`config.mk`:
```
export PLATFORM = sky130hd
export DESIGN_NAME = serial_word_tx_flat
export DESIGN_NICKNAME = d
export VERILOG_FILES = /design/src/rtl/serial_word_tx_if.sv /design/src/rtl/serial_word_tx.sv /design/src/flat_wrapper.sv
export SDC_FILE = /design/constraint.sdc
export NUM_CORES = 1
export LEC_CHECK = 0
export BUFFER_PORTS_ARGS = -buffer_cell sky130_fd_sc_hd__buf_2
export CORE_AREA = 4 4 41 43
export DETAILED_ROUTE_END_ITERATION = 8
export DIE_AREA = 0 0 45 47
export PLACE_DENSITY = 0.76
export SLEW_MARGIN = 0
export SYNTH_ARGS = -nofsm -noshare
export SYNTH_HDL_FRONTEND = slang
export SYNTH_SLANG_ARGS = --single-unit
```
`constraint.sdc`:
```
create_clock -name CLK -period 3.5 [get_ports CLK]
set_clock_uncertainty 0.05 [all_clocks]
set_input_delay 0 -clock CLK [delete_from_list [all_inputs] [get_ports CLK]]
set_output_delay 0 -clock CLK [all_outputs]
set_load 0.1 [all_outputs]
```
`src/rtl/serial_word_tx_if.sv`:
```
// serial_word_tx_if
//   Bundles the producer handshake and the serial line toward the downstream
//   SIPO register.
//   Signals (WIDTH = data bits per word):
//     Data_IN    [WIDTH-1:0] parallel word from the producer
//     Data_Valid             Data_IN is valid this cycle
//     Data_Ready             holding buffer empty; word taken on Valid & Ready at the edge
//     Serial_OUT             serial bit to the SIPO Serial_IN
//     Load                   shift enable to the SIPO Load
//     Busy                   transmitter active or holding a queued word
//     Word_Done              1-cycle pulse once the downstream register holds a full word
//   Modports: master = producer/observer side, slave = transmitter side.
interface serial_word_tx_if #(
  parameter int unsigned WIDTH = 4
);
  logic [WIDTH-1:0] Data_IN;
  logic             Data_Valid;
  logic             Data_Ready;
  logic             Serial_OUT;
  logic             Load;
  logic             Busy;
  logic             Word_Done;

  modport master (
    output Data_IN, Data_Valid,
    input  Data_Ready, Serial_OUT, Load, Busy, Word_Done
  );

  modport slave (
    input  Data_IN, Data_Valid,
    output Data_Ready, Serial_OUT, Load, Busy, Word_Done
  );
endinterface

```
`src/rtl/serial_word_tx.sv`:
```
// serial_word_tx
//   Accepts parallel words over a valid/ready handshake into a one-word holding
//   buffer and serializes them onto Serial_OUT with a Load strobe that is high
//   exactly while a bit is presented. Word_Done pulses the cycle after the last
//   Load cycle of a word.
//   Ports:
//     CLK  rising-edge clock
//     RST  synchronous active-high reset
//     bus  serial_word_tx_if.slave (Data_IN/Data_Valid in; Data_Ready, Serial_OUT,
//          Load, Busy, Word_Done out)
//   Parameters: WIDTH (>=2), GAP_CYCLES (idle cycles between words), MSB_FIRST.
//   Build option: define SERIAL_TX_PARITY_EN to append an even-parity bit as an
//   extra Load cycle after the data bits.
module serial_word_tx #(
  parameter int unsigned WIDTH      = 4,
  parameter int unsigned GAP_CYCLES = 1,
  parameter bit          MSB_FIRST  = 1'b1
) (
  input  logic             CLK,
  input  logic             RST,
  serial_word_tx_if.slave  bus
);

`ifdef SERIAL_TX_PARITY_EN
  localparam int unsigned NBITS = WIDTH + 1;
`else
  localparam int unsigned NBITS = WIDTH;
`endif
  localparam int unsigned BCW = $clog2(NBITS + 1);
  localparam int unsigned GCW = (GAP_CYCLES > 0) ? $clog2(GAP_CYCLES + 1) : 1;

  localparam logic [BCW-1:0] BIT_LAST = BCW'(NBITS);
  localparam logic [GCW-1:0] GAP_LAST = GCW'((GAP_CYCLES > 0) ? GAP_CYCLES - 1 : 0);
`ifdef SERIAL_TX_PARITY_EN
  localparam logic [BCW-1:0] BIT_DATA_LAST = BCW'(WIDTH);
`endif

  localparam logic [1:0] ST_IDLE  = 2'd0;
  localparam logic [1:0] ST_SHIFT = 2'd1;
  localparam logic [1:0] ST_GAP   = 2'd2;

  logic [1:0]       state;
  logic [WIDTH-1:0] buf_data;
  logic             buf_full;
  logic [WIDTH-1:0] shreg;
  logic [BCW-1:0]   bit_cnt;
  logic [GCW-1:0]   gap_cnt;
  logic             serial_out;
  logic             load;
  logic             word_done;
`ifdef SERIAL_TX_PARITY_EN
  logic             parity_bit;
`endif

  logic data_ready;
  logic accept;
  logic done;
  logic start;

  function automatic logic head_bit(input logic [WIDTH-1:0] w);
    return MSB_FIRST ? w[WIDTH-1] : w[0];
  endfunction

  function automatic logic [WIDTH-1:0] advance(input logic [WIDTH-1:0] w);
    return MSB_FIRST ? {w[WIDTH-2:0], 1'b0} : {1'b0, w[WIDTH-1:1]};
  endfunction

  // Ready is gated by RST so the producer sees 0 throughout reset and 1 on
  // the first cycle after it; there is no path from Data_Valid.
  assign data_ready = ~buf_full & ~RST;
  assign accept     = bus.Data_Valid & data_ready;

  // bit_cnt counts bits already presented, so it equals NBITS while the last
  // bit is on the line; the next edge closes the word.
  assign done  = (state == ST_SHIFT) && (bit_cnt == BIT_LAST);
  assign start = buf_full &&
                 ((state == ST_IDLE) ||
                  ((state == ST_GAP) && (gap_cnt == GAP_LAST)) ||
                  (done && (GAP_CYCLES == 0)));

  always_ff @(posedge CLK) begin
    if (RST) begin
      state      <= ST_IDLE;
      buf_data   <= '0;
      buf_full   <= 1'b0;
      shreg      <= '0;
      bit_cnt    <= '0;
      gap_cnt    <= '0;
      serial_out <= 1'b0;
      load       <= 1'b0;
      word_done  <= 1'b0;
`ifdef SERIAL_TX_PARITY_EN
      parity_bit <= 1'b0;
`endif
    end else begin
      word_done <= done;

      // accept and start never coincide: accept needs an empty buffer,
      // start needs a full one.
      if (accept) begin
        buf_data <= bus.Data_IN;
        buf_full <= 1'b1;
      end

      if (start) begin
        // First bit goes straight onto the line; shreg keeps the remainder.
        buf_full   <= 1'b0;
        shreg      <= advance(buf_data);
        serial_out <= head_bit(buf_data);
        load       <= 1'b1;
        bit_cnt    <= BCW'(1);
        gap_cnt    <= '0;
        state      <= ST_SHIFT;
`ifdef SERIAL_TX_PARITY_EN
        parity_bit <= ^buf_data;
`endif
      end else begin
        case (state)
          ST_SHIFT: begin
            if (done) begin
              load       <= 1'b0;
              serial_out <= 1'b0;
              bit_cnt    <= '0;
              gap_cnt    <= '0;
              state      <= (GAP_CYCLES > 0) ? ST_GAP : ST_IDLE;
            end else begin
              load    <= 1'b1;
              bit_cnt <= bit_cnt + 1'b1;
`ifdef SERIAL_TX_PARITY_EN
              if (bit_cnt == BIT_DATA_LAST) begin
                serial_out <= parity_bit;
              end else begin
                serial_out <= head_bit(shreg);
                shreg      <= advance(shreg);
              end
`else
              serial_out <= head_bit(shreg);
              shreg      <= advance(shreg);
`endif
            end
          end
          ST_GAP: begin
            load       <= 1'b0;
            serial_out <= 1'b0;
            if (gap_cnt == GAP_LAST) begin
              state <= ST_IDLE;
            end else begin
              gap_cnt <= gap_cnt + 1'b1;
            end
          end
          ST_IDLE: begin
            load       <= 1'b0;
            serial_out <= 1'b0;
          end
          default: begin
            load       <= 1'b0;
            serial_out <= 1'b0;
            state      <= ST_IDLE;
          end
        endcase
      end
    end
  end

  assign bus.Data_Ready = data_ready;
  assign bus.Serial_OUT = serial_out;
  assign bus.Load       = load;
  assign bus.Word_Done  = word_done;
  assign bus.Busy       = (state != ST_IDLE) | buf_full;

endmodule

```
`src/flat_wrapper.sv`:
```
// flat-port wrapper written by rule: the top's interface ports become plain ports
module serial_word_tx_flat 
#(
  parameter int unsigned WIDTH      = 4,
  parameter int unsigned GAP_CYCLES = 1,
  parameter bit          MSB_FIRST  = 1'b1
)
  (CLK, RST, bus_Data_IN, bus_Data_Valid, bus_Data_Ready, bus_Serial_OUT, bus_Load, bus_Busy, bus_Word_Done);
  serial_word_tx_if #(.WIDTH(WIDTH)) bus_i ();
  input  logic CLK;
  input  logic RST;
  input wire logic [$bits(bus_i.Data_IN)-1:0] bus_Data_IN;
  input wire logic [$bits(bus_i.Data_Valid)-1:0] bus_Data_Valid;
  output wire logic [$bits(bus_i.Data_Ready)-1:0] bus_Data_Ready;
  output wire logic [$bits(bus_i.Serial_OUT)-1:0] bus_Serial_OUT;
  output wire logic [$bits(bus_i.Load)-1:0] bus_Load;
  output wire logic [$bits(bus_i.Busy)-1:0] bus_Busy;
  output wire logic [$bits(bus_i.Word_Done)-1:0] bus_Word_Done;
  assign bus_i.Data_IN = bus_Data_IN;
  assign bus_i.Data_Valid = bus_Data_Valid;
  assign bus_Data_Ready = bus_i.Data_Ready;
  assign bus_Serial_OUT = bus_i.Serial_OUT;
  assign bus_Load = bus_i.Load;
  assign bus_Busy = bus_i.Busy;
  assign bus_Word_Done = bus_i.Word_Done;
  serial_word_tx #(.WIDTH(WIDTH), .GAP_CYCLES(GAP_CYCLES), .MSB_FIRST(MSB_FIRST)) u_core (.CLK(CLK), .RST(RST), .bus(bus_i));
endmodule
```
# Word-level counts from Yosys, hierarchy flattened
# Index checks and enable logic that the tools add are counted.
# word_totals
inputBits	7
reg_bits	17
# op_classes
bitwise	7
n_reduce_logical	13
n_eq_ne	9
add_sub_neg	2
muxes	19
# ops
operator	count
$mux 4	3
$mux 1	11
$pmux 2 s3	1
$reduce_and 3->1	2
$reduce_bool 2->1	3
$mux 2	2
$ne 2x1->1 const B	2
$ne 2x2->1 const B	2
$not 1->1	4
$reduce_and 2->1	2
$add 3x1->3 const B	1
$eq 3x3->1 const B	1
$logic_and 1x1->1	3
$mux 3	1
$ne 3x1->1 const B	1
$ne 3x3->1 const B	1
$and 1x1->1	2
$eq 2x1->1 const B	1
$eq 2x2->1 const B	1
$logic_not 2->1	1
$pmux 1 s2	1
$reduce_or 2->1	1
$add 1x1->1 const B	1
$logic_or 1x1->1	1
$or 1x1->1	1

# Logic depth before layout (Yosys ltp)
# depth
word_depth	6
depth_mapped	5
depth_no_buf	5

# Worst setup path after synthesis
# No wires, ideal clock.
# synth_timing
path_kind	input to output
start	in RST
end	out bus_Data_Ready
slack_ps	1795
stages	3
required_ps	3450
path_buffers	2
arrival_time_ps	1655
path_cell_list	clkbuf_1 -> clkbuf_1 -> nor2_1
# synth_via
elab_chain_cells	2
# synth_lines
item	line_no	source
start, declared	flat_wrapper.sv:11	input logic RST;
$not 1->1	serial_word_tx.sv:70	assign data_ready = ~buf_full & ~RST;
$and 1x1->1	serial_word_tx.sv:70	
end, declared	flat_wrapper.sv:14	output wire logic [$bits(bus_i.Data_Ready)-1:0] bus_Data_Ready;
# No other way between the ends.

# Worst setup path after layout
# layout_timing
start	reg u_core.state[0]
end	out bus_Busy
# layout_via
elab_chain_cells	2
# layout_lines
item	line_no	source
start, declared	serial_word_tx.sv:42	logic [1:0] state;
start signal, assigned	serial_word_tx.sv:125	state <= (GAP_CYCLES > 0) ? ST_GAP : ST_IDLE;
$reduce_bool 2->1	serial_word_tx.sv:169	assign bus.Busy = (state != ST_IDLE) | buf_full;
$or 1x1->1	serial_word_tx.sv:169	
end, declared	flat_wrapper.sv:17	output wire logic [$bits(bus_i.Busy)-1:0] bus_Busy;
# No other way between the ends.

==> metrics.md <==
| Metric | Value |
|---|---|
| Worst skew pair latency | roughly 0.30 ns |
| Synth cell types | 27 |
| Synth top area share | between 40% and 50% |
| Seq/Total Area, Yosys | ~47% |
| Hold Crit Endpoint | u_core.buf_data[3] |
| Peak supply drop | 388 uV |
| Power Density | 498 mW/mm^2 |
| Max Freq | between 600 and 700 MHz |
| CP startpoint kind | flip-flop |
| Worst Hold Depth | 2 |
| Count leader, synth | dfxtp_1 |
| All-Layer GR Usage | ~16% |
| Req. time, crit path | 3.45 ns |
| Reg clk slew, reported paths | roughly 0.1 ns |
| Maximum clock path buffer count | 2 |
| Hpwl dp | between 800 and 900 um |
| Final Critical Period | 1.56 ns |
| First-pass GRT wire length | between 2000 and 2500 um |
| Syn-to-layout area delta | 19.0% |
| Fin util | a little over three fifths |
| Syn_nets | just over 80 |
| CP Capture Type | primary output |
| Worst r2r src | u_core.bit_cnt[0] |
| Horiz. Die Dim | roughly 45 um |
| Worst R2R End | u_core.shreg[3] |
| Setup CP Type | reg2out |
| Final setup fails | 0 |
| Share of cells above drive strength 1 | around a quarter |
| Clock sink count | 16 |
| Routed length per placed instance | between 10 and 15 um |
| Simple-gate share of the synthesized area | between 20% and 30% |
| H-tree levels | 1 |
| Top_reg_cell synth | dfxtp_1 |
| Avg Cell Area, Syn | around 9.5 um^2 |
| Inserted Clock Buffers | 3 |
| HP Class | in2reg |
| # Max-Cap Violations | 0 |
| I/O Buffers | 11 |
| Post-Syn Instances | 72 |
| Vias post-DR | roughly 570 |
| RSZ-0062 raised after global routing | false |
| Cell Area, Synth | roughly 680 um^2 |
| XOR/XNOR Fraction of Synth Area | 0% |
| Final Cycle Share | between 40% and 50% |
| Layout net count | just under 100 |
| Vias in the first global route | between 500 and 600 |
| Post-synth EDFFs | 0 |
| Slew Limit Headroom | between 60% and 70% |
| R2R setup slack | 2.09 ns |
| Leakage power | about 0.34 nW |
| Core Area | about 0.0013 mm^2 |
| Antenna viol nets, final | 0 |
| Initial DRT Pass Iterations | 4 |
| RD Place Congestion | approximately 0.75 |
| Mux cell area share after synthesis | about 7.5% |
| Initial antenna violation count | 0 |
| Drt via density | roughly 5.6 |
| Initial core utilization | a little over half |
| Synth area leaders | dfxtp_1 47%, nor2_1 7.1%, mux2i_1 5.9%, a2111oi_2 4.4%, a21oi_1 3.7% |
| WP data arrival | 1.51 ns |
| Setup TNS | 0 ns |
| Hold Startpoint | RST |
| CTS tree | built |
| Worst-margin pin slew | a little under 0.5 ns |
| Number of DRC markers in iteration 0 | 11 |
| Total gr overflow | 0 |
| Complex-gate fraction of the synthesized area | 14.6% |
| Die Span Y | between 40 and 50 um |
| Remaining DRCs | 0 |
| Cell taking the most area after synthesis | dfxtp_1 |
| Crit-path max FO | 9 |
| Largest family of logic cells by synthesized area | simple AND/OR/NAND/NOR gates |
| Syn. warnings | 0 |
| Final Hold Viols | 0 |
| Io pins | 12 |
| Diode count | 0 |
| Register bit total from synthesis | 16 |
| Reg2Reg Depth | 5 |
| Max Transition Viols Final | 0 |
| Status | finished clean |
| Async SR Flop Fraction | 0% |
| CTS resizes | 0 |
| Largest net degree at the start of global routing | 18 |
| Rows | 13 |
| WL final | 1310 um |
| DIE AREA | roughly 0.0021 mm^2 |
| Root buf cell | clkbuf_4 |
| Synth Area in Adders | 3.66% |
| Top post-synthesis cells by count | 16 x dfxtp_1, 13 x nor2_1, 5 x a21oi_1 |
==> per-stage QoR <==
step	instance area, um^2	setup slack [ns]	hold slack [ns]	total power, mW	std cells
after floorplan	684	1.80	0.0972	0.267	72
after global placement	738	2.21	0.184	0.277	94
after detailed placement	738	2.13	0.191	0.279	94
after CTS	815	1.93	0.0118	0.406	102
after global routing	815	1.88	0.0588	0.421	102
final	815	1.94	0.00664	0.406	102
==> worst max-delay path by stage <==
stage | from | cells after the start | slack (ns) | to
4_1_cts | u_core.state[0] | 2 | 1.93 | bus_Busy
2_1_floorplan | RST | 3 | 1.80 | bus_Data_Ready
3_3_place_gp | u_core.bit_cnt[0] | 5 | 2.21 | u_core.shreg[2]
5_1_grt | u_core.state[0] | 2 | 1.88 | bus_Busy
6_report | u_core.state[0] | 2 | 1.94 | bus_Busy
3_5_place_dp | u_core.bit_cnt[0] | 5 | 2.13 | u_core.shreg[3]
==> cell type report <==
class                      count  area [um^2]
timing repair buffer          15         95.1
clock buffer                   4         36.3
sequential                    16          320
multi-input combinational     49          333
inverter                       3         11.3
tap                           15         18.8
fill                         109          487
==> power breakdown <==
part / internal, mW / total (mW) / switching (mW)
Clock: 0.0635 / 0.127 / 0.0639
Combinational: 0.0265 / 0.0766 / 0.0501
Sequential: 0.192 / 0.202 / 0.00920
Total: 0.282 / 0.406 / 0.123
==> worst max-delay path, stage by stage (launching register included) <==
cell and delay (ns):
dfxtp_1 0.42, or3_2 0.49, buf_2 0.30
==> registers in the layout (all words and copies together) (netlist names) <==
signal,flops
u_core.bit_cnt,3
u_core.buf_data,4
u_core.buf_full,1
u_core.bus.Load,1
u_core.bus.Serial_OUT,1
u_core.bus.Word_Done,1
u_core.shreg,3
u_core.state,2
==> layout by cell type, fill, tap and decap left out, types with 3 or more instances in the layout <==
cell           instances
inv_1                  3
a21oi_1                5
buf_2                 11
dlygate4sd3_1          4
nor2_1                13
mux2i_1                4
dfxtp_1               16
clkbuf_4               3
nor3_1                 4
==> per-layer routing <==
layer / share of wire [%] / GRT usage, % / up-vias
met3: 6.7 / 2.68 / 4
met5: 0 / 0 / -
li1: - / - / 281
met4: 2.9 / 14.0 / 0
met1: 44 / 18.4 / 261
met2: 46 / 24.9 / 22
==> cell families (layout without fill, tap and decap cells) <==
family,count (synthesis),after routing
AND/OR/NAND/NOR,29,29
flip-flops,16,16
AO/OA/AOI/OAI,13,13
buffers and inverters,7,22
multiplexers,5,5
adder cells (fa/ha/maj),2,2
==> timing repair <==
item | CTS | global route
hold buffers | 4 | 0
hold endpoints to repair | 4 | 0
setup buffers | 0 | 0
endpoints found under the setup margin | 0 | 0
Power figures use the tool's default switching activity.
